## src/rtl/seq_fsm_pkg.sv

```systemverilog
// Shared types, default sequence and index helpers for the programmable sequence generator.
package seq_fsm_pkg;

  // Entry 0 sits in the least significant nibble: 2,7,13,6,12,14,4,3,8,1,10,5.
  localparam logic [47:0] SEQ_DEFAULT = {4'd5, 4'd10, 4'd1, 4'd8, 4'd3, 4'd4,
                                         4'd14, 4'd12, 4'd6, 4'd13, 4'd7, 4'd2};

  typedef struct packed {
    logic        wrap;
    logic [31:0] idx;
  } step_t;

  function automatic int idx_w(input int depth);
    return (depth > 1) ? $clog2(depth) : 1;
  endfunction

  // Explicit compare-and-wrap so non-power-of-2 depths never rely on overflow.
  function automatic step_t idx_step(input logic [31:0] idx, input logic dir,
                                     input logic [31:0] depth);
    step_t s;
    s.wrap = 1'b0;
    s.idx  = idx;
    if (!dir) begin
      if (idx == depth - 32'd1) begin
        s.idx  = '0;
        s.wrap = 1'b1;
      end else begin
        s.idx = idx + 32'd1;
      end
    end else begin
      if (idx == '0) begin
        s.idx  = depth - 32'd1;
        s.wrap = 1'b1;
      end else begin
        s.idx = idx - 32'd1;
      end
    end
    return s;
  endfunction

endpackage

```

## src/rtl/seq_lookup.sv

```systemverilog
// Code-to-index priority encoder over a packed code table; lowest matching index wins.
module seq_lookup
  import seq_fsm_pkg::*;
#(
  parameter int                   W     = 4,
  parameter int                   DEPTH = 12,
  parameter logic [W*DEPTH-1:0]   SEQ   = SEQ_DEFAULT
) (
  input  logic [W-1:0]                code,
  output logic [idx_w(DEPTH)-1:0]     idx,
  output logic                        match
);

  localparam int IW = idx_w(DEPTH);

  // Descending scan so the lowest index overwrites any later duplicate.
  always_comb begin
    idx   = '0;
    match = 1'b0;
    for (int k = DEPTH - 1; k >= 0; k--) begin
      if (code == SEQ[k*W +: W]) begin
        idx   = IW'(k);
        match = 1'b1;
      end
    end
  end

endmodule

```

## src/rtl/seq_fsm_gen.sv

```systemverilog
// Programmable sequence generator: steps through a code table forward or reverse,
// with hold, jam load, one-step recovery from off-sequence codes and a wrap pulse.
module seq_fsm_gen
  import seq_fsm_pkg::*;
#(
  parameter int                 W           = 4,
  parameter int                 DEPTH       = 12,
  parameter logic [W*DEPTH-1:0] SEQ         = SEQ_DEFAULT,
  parameter int                 Z_CODE      = 7,
  parameter int                 RECOVER_IDX = 0
) (
  input  logic                     Clk,
  input  logic                     Reset_n,
  input  logic                     Enable,
  input  logic                     Dir,
  input  logic                     JAM_Enable,
  input  logic [W-1:0]             JAM_Data,
  output logic [W-1:0]             Q,
  output logic [idx_w(DEPTH)-1:0]  Idx,
  output logic                     Z,
  output logic                     Illegal,
  output logic                     Wrap
);

  localparam int         IW = idx_w(DEPTH);
  localparam logic [W-1:0] Z_VAL = W'(Z_CODE);

  if (DEPTH < 2 || DEPTH > (1 << W)) begin : g_bad_depth
    $error("seq_fsm_gen: DEPTH %0d outside 2..2**W", DEPTH);
  end
  if (RECOVER_IDX < 0 || RECOVER_IDX >= DEPTH) begin : g_bad_recover
    $error("seq_fsm_gen: RECOVER_IDX %0d not below DEPTH", RECOVER_IDX);
  end

  logic [W-1:0]  q_r;
  logic [W-1:0]  q_nxt;
  logic          wrap_r;
  logic          wrap_nxt;
  logic [IW-1:0] idx;
  logic          match;
  step_t         step;

  seq_lookup #(
    .W     (W),
    .DEPTH (DEPTH),
    .SEQ   (SEQ)
  ) u_lookup (
    .code  (q_r),
    .idx   (idx),
    .match (match)
  );

  // Jam beats recovery, recovery beats hold, hold beats stepping.
  always_comb begin
    q_nxt    = q_r;
    wrap_nxt = 1'b0;
    step     = idx_step(32'(idx), Dir, 32'(DEPTH));
    if (JAM_Enable) begin
      q_nxt = JAM_Data;
    end else if (!match) begin
      q_nxt = SEQ[RECOVER_IDX*W +: W];
    end else if (Enable) begin
      q_nxt    = SEQ[step.idx*W +: W];
      wrap_nxt = step.wrap;
    end
  end

  always_ff @(posedge Clk or negedge Reset_n) begin
    if (!Reset_n) begin
      q_r    <= SEQ[0 +: W];
      wrap_r <= 1'b0;
    end else begin
      q_r    <= q_nxt;
      wrap_r <= wrap_nxt;
    end
  end

  assign Q       = q_r;
  assign Idx     = idx;
  assign Z       = (q_r == Z_VAL);
  assign Illegal = !match;
  assign Wrap    = wrap_r;

endmodule

```

## config.mk

```make
export PLATFORM = sky130hd
export DESIGN_NAME = seq_fsm_gen
export DESIGN_NICKNAME = d
export VERILOG_FILES = /design/src/rtl/seq_fsm_pkg.sv /design/src/rtl/seq_lookup.sv /design/src/rtl/seq_fsm_gen.sv
export SDC_FILE = /design/constraint.sdc
export NUM_CORES = 1
export LEC_CHECK = 0
export CAP_MARGIN = 20
export CELL_PAD_IN_SITES_DETAIL_PLACEMENT = 0
export CELL_PAD_IN_SITES_GLOBAL_PLACEMENT = 2
export CORE_UTILIZATION = 27
export CTS_CLUSTER_SIZE = 14
export DETAILED_ROUTE_END_ITERATION = 6
export PLACE_DENSITY = 0.8
export RECOVER_POWER = 50
export REMOVE_ABC_BUFFERS = 1
export SYNTH_ARGS = -nofsm -noshare
export SYNTH_HDL_FRONTEND = slang
export SYNTH_HIERARCHICAL = 1
export SYNTH_SLANG_ARGS = --single-unit
```

## constraint.sdc

```tcl
create_clock -name Clk -period 3.3 [get_ports Clk]
set_input_delay 0.33 -clock Clk [delete_from_list [all_inputs] [get_ports Clk]]
set_output_delay 0.33 -clock Clk [all_outputs]
set_load 0.01 [all_outputs]
```

After elaboration in Yosys (flattened, before gate mapping)
Index checks and enable logic that the tools add are counted.

operators by class
  eq/ne operators = 14
  reduce and logical (&&, ||, !) cells = 2
  shift-type cells = 1
  $add $sub $neg = 2
  mux-type cells = 35

operators with widths
  kind                      number
  $mux 4                    15
  $shiftx 48x33->4 const A  1
  $mux 33                   1
  $mux 32                   1
  $eq 4x4->1 const B        6
  $mux 1                    17
  $eq 4x3->1 const B        4
  $eq 4x2->1 const B        2
  $add 4x1->5 const B       1
  $mux 5                    1
  $sub 4x1->5 const B       1
  $eq 4x1->1 const B        1
  $logic_not 4->1           1
  $ne 3x3->1 const B        1
  $logic_not 1->1           1

word-level totals
  register bits = 5
  logic and storage cells = 56

Depth between registers and ports, before layout
  depth in word-level cells = 20
  mapped depth = 11
  gate-level depth less buffers = 10

Cells and area by module
The synthesis kept the hierarchy.

modules (own cells, without submodules)
  module       area each (µm²)  times used  cells an instance  seq. area each (µm²)
  seq_fsm_gen  685.7            1           85                 126.4
  seq_lookup   116.4            1           16                 0.0

Worst setup path after synthesis
Ideal clock, no wire load.

  path kind = flip-flop to flip-flop
  start point = register q_r[1], in the netlist Q[1]
  end point = register q_r[2], in the netlist Q[2]
  path buffers = 0
  cell stages (with the launch flop) = 11
  slack = 0.457 ns
  period minus slack after synthesis = 2.843 ns
  arrival = 2.723 ns
  data required time = 3.180 ns
  path through = dfstp_2 nand2_1 mux2i_1 inv_1 ha_1 or4b_1 a21oi_1 nor2b_1 nand2_1 a31oi_1 a31o_1

on the way
  longest elaborated chain between the ends = 20

RTL lines
  element                              RTL line                              RTL
  start: declaration                   seq_fsm_gen.sv:35                     logic [W-1:0] q_r;
  start signal: assignment             seq_fsm_gen.sv:70                     q_r <= SEQ[0 +: W];
  start signal: assignment             seq_fsm_gen.sv:73                     q_r <= q_nxt;
  $eq 4x3->1                           seq_lookup.sv:21                      if (code == SEQ[k*W +: W]) begin
  $mux 4 (11 in a row)                 seq_lookup.sv:21
  $mux 4 (*)                           seq_lookup.sv:21
  via Idx[0]                           seq_fsm_gen.sv:19                     output logic [idx_w(DEPTH)-1:0] Idx,
  $add 4x1->5 (tied with other cells)  seq_fsm_pkg.sv:28                     s.idx = idx + 32'd1;
  $mux 5 or $mux 32 (tied branches)    seq_fsm_pkg.sv:24, seq_fsm_pkg.sv:31
  $mux 33 (*)                          seq_fsm_pkg.sv:23                     if (!dir) begin
  $shiftx 48x33->4 (*)                 seq_fsm_gen.sv:63                     q_nxt = SEQ[step.idx*W +: W];
  $mux 4 (*)                           seq_fsm_gen.sv:62                     end else if (Enable) begin
  $mux 4 (*)                           seq_fsm_gen.sv:60                     end else if (!match) begin
  $mux 4 (*)                           seq_fsm_gen.sv:58                     if (JAM_Enable) begin

Mark *: on every way through the listed nets, which the timed path passes. The rest lies on a longest branch. The select of a mux whose other input is x is not followed.
A chain may end at the register's enable or synchronous reset.

Final worst setup path
  start point = register q_r[3], in the netlist Q[3]
  end point = register q_r[2], in the netlist Q[2]

on the way
  longest elaborated chain between the ends = 20

RTL lines
  element                              RTL line
  $eq 4x3->1                           seq_lookup.sv:21
  $mux 4 (12 in a row)                 seq_lookup.sv:21
  $add 4x1->5 (tied with other cells)  seq_fsm_pkg.sv:28
  $mux 5 or $mux 32 (tied branches)    seq_fsm_pkg.sv:24, seq_fsm_pkg.sv:31
  $mux 33                              seq_fsm_pkg.sv:23
  $shiftx 48x33->4                     seq_fsm_gen.sv:63
  $mux 4                               seq_fsm_gen.sv:62
  $mux 4                               seq_fsm_gen.sv:60
  $mux 4                               seq_fsm_gen.sv:58

Several ways; a longest one is shown, not always the timed one. The select of a mux whose other input is x is not followed.

==> results.json <==
{
  "outcome": "finished clean",
  "routed_wl_um": 1990,
  "synth-edff-count": 0,
  "crit_buf_inv": 1,
  "powerDensity_mw_per_mm2": 736,
  "path_max_fanout": 11,
  "cts.path.max_buffers": 2,
  "r2r_cells": 10,
  "final_nets": 135,
  "yosysUniqueCellTypes": 46,
  "firstDrtPassIters": 5,
  "die_w_um": 56.5,
  "antenna_left": 0,
  "postCtsSetupBuffers": 0,
  "place_congestion": 0.704,
  "synth_area_per_cell_um2": 7.94,
  "antenna_found_initial": 0,
  "ctsResizeCount": 0,
  "clk_latency_ns": 0.25,
  "power.total_uw": 764,
  "hold_path_class": "in -> async",
  "drt_iter0_drc": 14,
  "synth_seq_cells": 5,
  "io_pins": 20,
  "max_stage_delay_ns": 0.58,
  "coreArea_mm2": 0.00278,
  "maxSlewHeadroom_pct": 64.3,
  "htreeDepth": 1,
  "clock-sinks": 5,
  "end_kind": "register",
  "chipHeight_um": 56.5,
  "grt_pass1_wl_um": 3560,
  "finalMaxSlewViolations": 0,
  "crit_family": "simple AND/OR/NAND/NOR gates",
  "irDropWorstVdd_mv": 0.353,
  "num_vias": 785,
  "crit_chain": "or3b_1, nand4_1, inv_1, ha_1, or4b_1, a21oi_1, nor2b_1, nand2_1, a31oi_1, a31o_1",
  "grt_max_degree": 16,
  "setup_viol": 0,
  "cts_buffers": 3,
  "start_util_pct": 28.8,
  "final_common_cell": "clkdlybuf4s50_1",
  "rsz0062_at_grt": "no",
  "fin_skew_ns": 0.00156,
  "grt.total_usage_pct": 13.8,
  "first_global_vias": 777,
  "arrival_ns": 3.04,
  "cts_root_buf": "clkbuf_4",
  "start_kind": "register",
  "synthCells": 101,
  "drive_above_1_share_pct": 12.3,
  "hpwl_um": 1500,
  "period_needed_ns": 2.91,
  "layout_common_cells": "clkdlybuf4s50_1, nor2_1, nand2_1",
  "wire_per_inst_um": 13.0,
  "synth-main-ff-cell": "dfrtp_1",
  "placed_area_mm2": 0.00101,
  "port_buffers": 19,
  "clk_pin_slew_ns": 0.04,
  "tns_ns": 0,
  "rows": 19,
  "worstPathRequired_ns": 3.43,
  "power.leakage_nw": 0.424,
  "worst_pin_slew_ns": 0.534,
  "fmax_ghz": 0.344,
  "grt_overflow": 0,
  "post-route-drc-count": 0,
  "crit_slowest_cell": "or4b_1",
  "vias_per_cell": 5.13,
  "area_growth_pct": 29.3,
  "n_antenna_cell": 0,
  "crit_cells": 10,
  "finish.instance_area_mm2": 0.00104,
  "ctsHoldBuffers": 0,
  "die_area_mm2": 0.00319,
  "finalCritPeriodShare_pct": 88.0,
  "ys.warnings.count": 6,
  "async_flop_share_pct": 100,
  "finish.utilization_pct": 37.3,
  "cts_tree": "yes",
  "ys_seq_area_share_pct": 15.8,
  "netlist_area_um2": 802,
  "hold_viol_final": 0,
  "fin_hold_ws_ns": 0.381,
  "path_class": "reg -> reg",
  "cap_violations": 0
}
power breakdown:
part	switching [mW]	total (mW)	internal (mW)
logic	0.317	0.585	0.268
registers	0.0316	0.107	0.0756
clock network	0.0257	0.0714	0.0457
kinds of logic (layout without fill, tap and decap cells):
family,after synthesis,in the layout,share of synthesized area (%)
mux,3,3,3.74
flops,5,5,15.8
simple gates,52,52,38.4
xor+xnor,1,1,1.09
fa+ha+maj,3,3,4.68
buf+inv,11,32,7.96
compound gates,26,26,28.4
path summary, 6_finish.rpt:
path	startpoint	end	slack (ns)
setup / recovery	Q[3]$_DFFE_PN0P_	Q[2]$_DFFE_PN0P_	0.39
hold / removal	Reset_n	Q[0]$_DFFE_PN0P_	0.38
setup reg to reg	Q[3]$_DFFE_PN0P_	Q[2]$_DFFE_PN0P_	0.39
hold reg to reg	Q[1]$_DFFE_PN1P_	Q[1]$_DFFE_PN1P_	0.66
max in group asynchronous	Reset_n	Q[1]$_DFFE_PN1P_	2.66
min in group Clk	JAM_Data[1]	Q[1]$_DFFE_PN1P_	0.61
sequential cells by signal (all words and copies together) (netlist names):
register,count
Q,4
Wrap,1
Yosys cell counts (all sizes together), types with 2 or more instances:
master	number	area [um^2]
nor2	13	48.8
nand2	10	37.5
inv	7	28.8
a21oi	6	41.3
nor2b	5	31.3
buf	4	35.0
dfrtp	4	100
nand2b	4	25.0
o21ai	4	20.0
a31oi	3	18.8
and2b	3	22.5
and4b	3	31.3
ha	3	37.5
mux2i	3	30.0
a211oi	2	32.5
a32oi	2	17.5
nand4bb	2	22.5
nor3	2	10.0
nor3b	2	20.0
o221ai	2	17.5
or2	2	12.5
stage by stage:
stage               setup slack, ns  cells
global route                  0.195    153
floorplan                     0.455     97
CTS                           0.373    153
global placement              0.408    149
finish                        0.394    153
detailed placement            0.391    149
routing by layer:
layer	vias up	share of wire, %	GRT usage (%)
li1	405	-	-
met1	364	50	20.0
met2	14	48	21.5
met3	2	1.5	2.07
met4	0	0.50	3.14
met5	-	0	0
worst register-to-register path, delay by kind of cell, from the launching register on:
family,cells,cell delay (ns)
AOI/OAI and AO/OA,3,0.45
buffers and inverters,1,0.12
adders and majority gates,1,0.25
and+or+nand+nor,5,1.49
DFF,1,0.49
area by class of cell:
cell class              count  area, um^2
inverters                   7        28.8
fillers                   291        1740
repair buffers             21         205
clock buffers               4        26.3
well taps                  31        38.8
multi-input cells          85         612
flip-flops and latches      5         126
No activity file was read; power rests on OpenSTA's default activity.
